--- config.mk ---
export PLATFORM = sky130hd
export DESIGN_NAME = apb_master_bridge
export DESIGN_NICKNAME = d
export VERILOG_FILES = /design/src/rtl/apb_master_bridge.sv
export SDC_FILE = /design/constraint.sdc
export NUM_CORES = 1
export LEC_CHECK = 0
export CAP_MARGIN = 0
export CORE_MARGIN = 2
export CORE_UTILIZATION = 37
export CTS_CLUSTER_DIAMETER = 40
export DETAILED_ROUTE_END_ITERATION = 6
export PLACE_DENSITY = 0.77
export SYNTH_ARGS = -nofsm -noshare
export SYNTH_HDL_FRONTEND = slang
export SYNTH_SLANG_ARGS = --single-unit
--- constraint.sdc ---
create_clock -name PCLK -period 1.8 [get_ports PCLK]
set_input_delay 0.18 -clock PCLK [delete_from_list [all_inputs] [get_ports PCLK]]
set_output_delay 0.18 -clock PCLK [all_outputs]
set_load 0.02 [all_outputs]
--- src/rtl/apb_master_bridge.sv ---
// APB4 requester: turns single valid/ready commands into one SETUP+ACCESS
// transfer each, with wait states and an optional PREADY timeout, and
// returns a held response (read data, error, timeout flag).
module apb_master_bridge #(
  parameter int unsigned DATA_WIDTH     = 32,
  parameter int unsigned ADDR_WIDTH     = 32,
  parameter int unsigned NBYTES         = DATA_WIDTH / 8,
  parameter int unsigned TIMEOUT_CYCLES = 16
) (
  input  logic                  PCLK,
  input  logic                  PRESETn,
  // command channel
  input  logic                  cmd_valid,
  output logic                  cmd_ready,
  input  logic                  cmd_write,
  input  logic [ADDR_WIDTH-1:0] cmd_addr,
  input  logic [DATA_WIDTH-1:0] cmd_wdata,
  input  logic [NBYTES-1:0]     cmd_strb,
  // response channel
  output logic                  rsp_valid,
  input  logic                  rsp_ready,
  output logic [DATA_WIDTH-1:0] rsp_rdata,
  output logic                  rsp_error,
  output logic                  rsp_timeout,
  // APB4 requester port
  output logic                  PSELx,
  output logic                  PENABLE,
  output logic [ADDR_WIDTH-1:0] PADDR,
  output logic                  PWRITE,
  output logic [NBYTES-1:0]     PSTRB,
  output logic [DATA_WIDTH-1:0] PWDATA,
  input  logic                  PREADY,
  input  logic [DATA_WIDTH-1:0] PRDATA,
  input  logic                  PSLVERR
);

  // Wait counter sized to hold TIMEOUT_CYCLES; one bit minimum when disabled.
  localparam int unsigned CNT_W =
    (TIMEOUT_CYCLES == 0) ? 1 : $clog2(TIMEOUT_CYCLES + 1);
  localparam logic [CNT_W-1:0] CNT_MAX   = '1;
  localparam logic [CNT_W-1:0] CNT_LIMIT = CNT_W'(TIMEOUT_CYCLES);
  localparam bit               TMO_EN    = (TIMEOUT_CYCLES != 0);

  typedef enum logic [1:0] {
    IDLE   = 2'd0,
    SETUP  = 2'd1,
    ACCESS = 2'd2,
    RESP   = 2'd3
  } state_e;

  state_e                state_q,       state_d;
  logic                  cmd_ready_q,   cmd_ready_d;
  logic                  psel_q,        psel_d;
  logic                  penable_q,     penable_d;
  logic [ADDR_WIDTH-1:0] paddr_q,       paddr_d;
  logic                  pwrite_q,      pwrite_d;
  logic [NBYTES-1:0]     pstrb_q,       pstrb_d;
  logic [DATA_WIDTH-1:0] pwdata_q,      pwdata_d;
  logic                  rsp_valid_q,   rsp_valid_d;
  logic [DATA_WIDTH-1:0] rsp_rdata_q,   rsp_rdata_d;
  logic                  rsp_error_q,   rsp_error_d;
  logic                  rsp_timeout_q, rsp_timeout_d;
  logic [CNT_W-1:0]      wait_cnt_q,    wait_cnt_d;
  logic [CNT_W-1:0]      wait_cnt_inc;

  // Next-state and registered-output decode.
  always_comb begin
    state_d       = state_q;
    cmd_ready_d   = cmd_ready_q;
    psel_d        = psel_q;
    penable_d     = penable_q;
    paddr_d       = paddr_q;
    pwrite_d      = pwrite_q;
    pstrb_d       = pstrb_q;
    pwdata_d      = pwdata_q;
    rsp_valid_d   = rsp_valid_q;
    rsp_rdata_d   = rsp_rdata_q;
    rsp_error_d   = rsp_error_q;
    rsp_timeout_d = rsp_timeout_q;
    wait_cnt_d    = wait_cnt_q;
    // Saturating increment: the counter never wraps back under the limit.
    wait_cnt_inc  = (wait_cnt_q == CNT_MAX) ? wait_cnt_q
                                            : wait_cnt_q + CNT_W'(1);

    unique case (state_q)
      IDLE: begin
        if (cmd_valid && cmd_ready_q) begin
          state_d     = SETUP;
          cmd_ready_d = 1'b0;
          psel_d      = 1'b1;
          penable_d   = 1'b0;
          paddr_d     = cmd_addr;
          pwrite_d    = cmd_write;
          pwdata_d    = cmd_wdata;
          // Reads never carry strobes onto the bus.
          pstrb_d     = cmd_write ? cmd_strb : '0;
          wait_cnt_d  = '0;
        end else begin
          // First IDLE cycle after reset raises ready.
          cmd_ready_d = 1'b1;
        end
      end

      SETUP: begin
        state_d   = ACCESS;
        psel_d    = 1'b1;
        penable_d = 1'b1;
      end

      ACCESS: begin
        if (PREADY) begin
          // Completion wins over a timeout landing in the same cycle.
          state_d       = RESP;
          psel_d        = 1'b0;
          penable_d     = 1'b0;
          rsp_valid_d   = 1'b1;
          rsp_rdata_d   = pwrite_q ? '0 : PRDATA;
          rsp_error_d   = PSLVERR;
          rsp_timeout_d = 1'b0;
        end else begin
          wait_cnt_d = wait_cnt_inc;
          if (TMO_EN && (wait_cnt_inc == CNT_LIMIT)) begin
            state_d       = RESP;
            psel_d        = 1'b0;
            penable_d     = 1'b0;
            rsp_valid_d   = 1'b1;
            rsp_rdata_d   = '0;
            rsp_error_d   = 1'b1;
            rsp_timeout_d = 1'b1;
          end
        end
      end

      RESP: begin
        if (rsp_ready) begin
          state_d     = IDLE;
          rsp_valid_d = 1'b0;
          cmd_ready_d = 1'b1;
          pstrb_d     = '0;
        end
      end

      default: begin
        state_d     = IDLE;
        cmd_ready_d = 1'b0;
        psel_d      = 1'b0;
        penable_d   = 1'b0;
        rsp_valid_d = 1'b0;
      end
    endcase
  end

  // State and output registers; reset drops the bus immediately.
  always_ff @(posedge PCLK or negedge PRESETn) begin
    if (!PRESETn) begin
      state_q       <= IDLE;
      cmd_ready_q   <= 1'b0;
      psel_q        <= 1'b0;
      penable_q     <= 1'b0;
      paddr_q       <= '0;
      pwrite_q      <= 1'b0;
      pstrb_q       <= '0;
      pwdata_q      <= '0;
      rsp_valid_q   <= 1'b0;
      rsp_rdata_q   <= '0;
      rsp_error_q   <= 1'b0;
      rsp_timeout_q <= 1'b0;
      wait_cnt_q    <= '0;
    end else begin
      state_q       <= state_d;
      cmd_ready_q   <= cmd_ready_d;
      psel_q        <= psel_d;
      penable_q     <= penable_d;
      paddr_q       <= paddr_d;
      pwrite_q      <= pwrite_d;
      pstrb_q       <= pstrb_d;
      pwdata_q      <= pwdata_d;
      rsp_valid_q   <= rsp_valid_d;
      rsp_rdata_q   <= rsp_rdata_d;
      rsp_error_q   <= rsp_error_d;
      rsp_timeout_q <= rsp_timeout_d;
      wait_cnt_q    <= wait_cnt_d;
    end
  end

  assign cmd_ready   = cmd_ready_q;
  assign rsp_valid   = rsp_valid_q;
  assign rsp_rdata   = rsp_rdata_q;
  assign rsp_error   = rsp_error_q;
  assign rsp_timeout = rsp_timeout_q;
  assign PSELx       = psel_q;
  assign PENABLE     = penable_q;
  assign PADDR       = paddr_q;
  assign PWRITE      = pwrite_q;
  assign PSTRB       = pstrb_q;
  assign PWDATA      = pwdata_q;

endmodule

==> metrics.yaml <==
run_status:
  status: "complete, but fails checks"
  violations: "negative setup slack"
power:
  p_leak_uw: 0.00338
  vdd_ir_drop_max_v: 0.000867
  cellPowerDensity_nw_per_um2: 1890
cells_and_area:
  drive_above_1_share_pct: 26.3
  nNetsFinal: 670
  final_cells: 718
  nFillCells: 904
  antenna_cells: 0
  syn2layout_area_growth_pct: 73.6
sta:
  skew_ps: 12.2
  rsz0062_at_grt: "true"
  final.setup.tns_ps: -1890
  tightest_slew_ps: 666
  finalSetupViolations: 32
  fin_crit_sh_pct: 106
  whs_ps: 220
  max_slew_margin_pct: 55.5
  slew_viol_final: 0
  hold_viol: 0
  finalWorstSetupSlack_ps: -113
  max_freq_mhz: 523
  min_period_ps: 1910
synth:
  async_flop_share_pct: 100
  ys.flop_type: "dfrtp_1"
  synth.area.top_cells: "dfrtp_1 64%, mux2_2 16%, a22o_1 5.9%, ha_1 1.4%, o21ai_0 1.1%"
  synth_edf_count: 0
  yosys.area.top_type: "dfrtp_1"
  synth_top_cells_by_count: "114 x dfrtp_1, 65 x mux2_2, 30 x a22o_1, 12 x nand2_1, 10 x o21ai_0"
  yosysWarnings: 0
  ys_seq_area_share_pct: 63.7
  syn-num-nets: 422
  synthCells: 310
  synth_seq_cells: 114
  yosysMostFrequentCell: "dfrtp_1"
  syn-cell-area_um2: 4480
  synth_top_area_share_pct: 63.7
  synth_cell_type_count: 38
  syn_area_per_cell_um2: 14.5
grt:
  grt_overflow: 0
  grt_pass1_wl_mm: 19.7
  grtUsageTotal_pct: 19.5
  antenna_found_initial: 0
  grt_pass1_vias: 3919
  grt_max_degree: 42
setup_path:
  path_class: "flip-flop to flip-flop"
  cp.buffers_inverters: 2
  cpMaxStageDelayCell: "dfrtp_1"
  cp_top_family: "compound AO/OA/AOI/OAI gates"
  worstSetupEndpointType: "flip-flop"
  startpoint_type: "flip-flop"
  required_ps: 2090
  crit_chain: "ha_4 -> or2_1 -> a21oi_2 -> o2111a_2 -> buf_12 -> o21ai_4 -> buf_6 -> a22o_1"
  cpPeakStageDelay_ps: 420
  arrival_ps: 2200
  crit_path_max_fanout: 6
place:
  place.gp.congestion: 0.767
  dp_slack_ps: -269
  hpwlAfterDp_mm: 8.77
  io_buffers: 213
  dp.cells: 674
cts:
  cts_tree: "done"
  clockRootBuffer: "clkbuf_16"
  cts_buffers: 17
  worstSkewPairLatency_ps: 410
  clk_pin_slew_worst_paths_ps: 50
  clockBufferDepth: 2
  htreeDepth: 4
  cts_sinks: 114
routing:
  ant_nets: 0
  drc_errors: 0
  totalWireLength_mm: 12.5
  first_pass_iters: 4
  vias_per_cell: 5.00
  vias: 3587
  avgRoutedWirePerCell_um: 17.3
  drt_iter0_markers: 152
die:
  coreArea_um2: 11900
  pin_count: 214
  start_util_pct: 37.6
  dieArea_um2: 13000
  fp.dieH_um: 114
  die_width_um: 114
  rows: 40
job:
  drv_cap: 0
worst_hold_path:
  hp-class: "input pin to asynchronous set/reset pin"
[placed cells by master, fill, tap and decap left out, types with 3 or more instances in the layout]
cell type,netlist,layout
buf_4,0,21
clkdlybuf4s50_1,0,212
nand2_1,12,12
nand3_1,8,6
bufinv_16,0,5
dfrtp_1,114,114
buf_6,3,4
ha_1,5,4
a22o_1,30,30
nor2_1,7,6
inv_1,4,4
a21oi_1,8,6
clkinvlp_4,0,4
a22o_2,3,3
clkbuf_16,0,17
buf_12,0,6
o21ai_0,10,10
mux2_2,65,65
[through the flow]
stage / utilization [%] / power, µW / area, µm²
finish: 65.3 / 14700 / 7780
global route: 65.3 / 15500 / 7780
CTS: 64.8 / 14700 / 7720
detailed placement: 58.1 / 10800 / 6920
global placement: 58.1 / 10600 / 6920
floorplan: - / 7600 / 4480
[cell type report]
cell class | count | area, µm² | share of cell area, %
tap | 147 | 184 | 2.36
clock buffer | 19 | 453 | 5.82
timing repair buffer | 244 | 2450 | 31.6
multi-input combinational | 177 | 1610 | 20.7
sequential | 114 | 2850 | 36.7
clock inverter | 13 | 208 | 2.67
inverter | 4 | 15.0 | 0.193
[worst paths after layout]
kind / from / endpoint / slack (ps) / depth (start not counted)
setup / recovery: wait_cnt_q[0]$_DFFE_PN0P_ / rsp_rdata[28]$_DFFE_PN0P_ / -110 / 8
min in group PCLK: cmd_strb[1] / PSTRB[1]$_DFFE_PN0P_ / 350 / 3
setup reg to reg: wait_cnt_q[0]$_DFFE_PN0P_ / rsp_rdata[28]$_DFFE_PN0P_ / -110 / 8
hold reg to reg: rsp_rdata[11]$_DFFE_PN0P_ / rsp_rdata[11]$_DFFE_PN0P_ / 500 / 1
hold / removal: PRESETn / rsp_rdata[2]$_DFFE_PN0P_ / 220 / 2
max in group asynchronous: PRESETn / PADDR[23]$_DFFE_PN0P_ / 980 / 3
[logic make-up (layout without fill, tap and decap cells)]
logic type,count (synthesis),after routing,synth area share [%]
AND/OR/NAND/NOR,39,39,4.27
multiplexers,68,68,17.1
flip-flops,114,114,63.7
adder cells (fa/ha/maj),5,5,1.40
buffers and inverters,20,280,2.37
AO/OA/AOI/OAI,64,65,11.2
[state kept, by name (all words and copies together) (netlist names)]
register     cells
rsp_rdata       32
rsp_error        1
PWRITE           1
PSELx            1
wait_cnt_q       5
PWDATA          32
rsp_valid        1
state_q          2
PADDR           32
rsp_timeout      1
PSTRB            4
PENABLE          1
cmd_ready        1
[power breakdown]
part	internal, µW	leakage (µW)	switching (µW)
Clock	2520	0.000311	1160
Combinational	3580	0.00166	3090
Sequential	3730	0.00140	652
[what timing repair did]
item,CTS,global route
endpoints found under the hold margin,25,0
endpoints found under the setup margin,38,43
hold buffers,1,0
cloned,1,0
resized for setup,8,10
pin swaps,6,7
setup buffers,7,5
[layer usage]
layer / GRT usage [%] / up-vias / routed length [µm]
li1: - / 1625 / -
met1: 22.1 / 1766 / 4700
met2: 33.9 / 172 / 6490
met3: 6.72 / 24 / 1040
met4: 7.40 / 0 / 216
met5: 0 / - / 0
[worst register-to-register path: stages, from the launching register on]
cell	delay, ps
dfrtp_1	420
ha_4	200
or2_1	220
a21oi_2	130
o2111a_2	320
buf_12	140
o21ai_4	60
buf_6	140
a22o_1	180
Note: power is estimated with default switching activity, not from simulation.
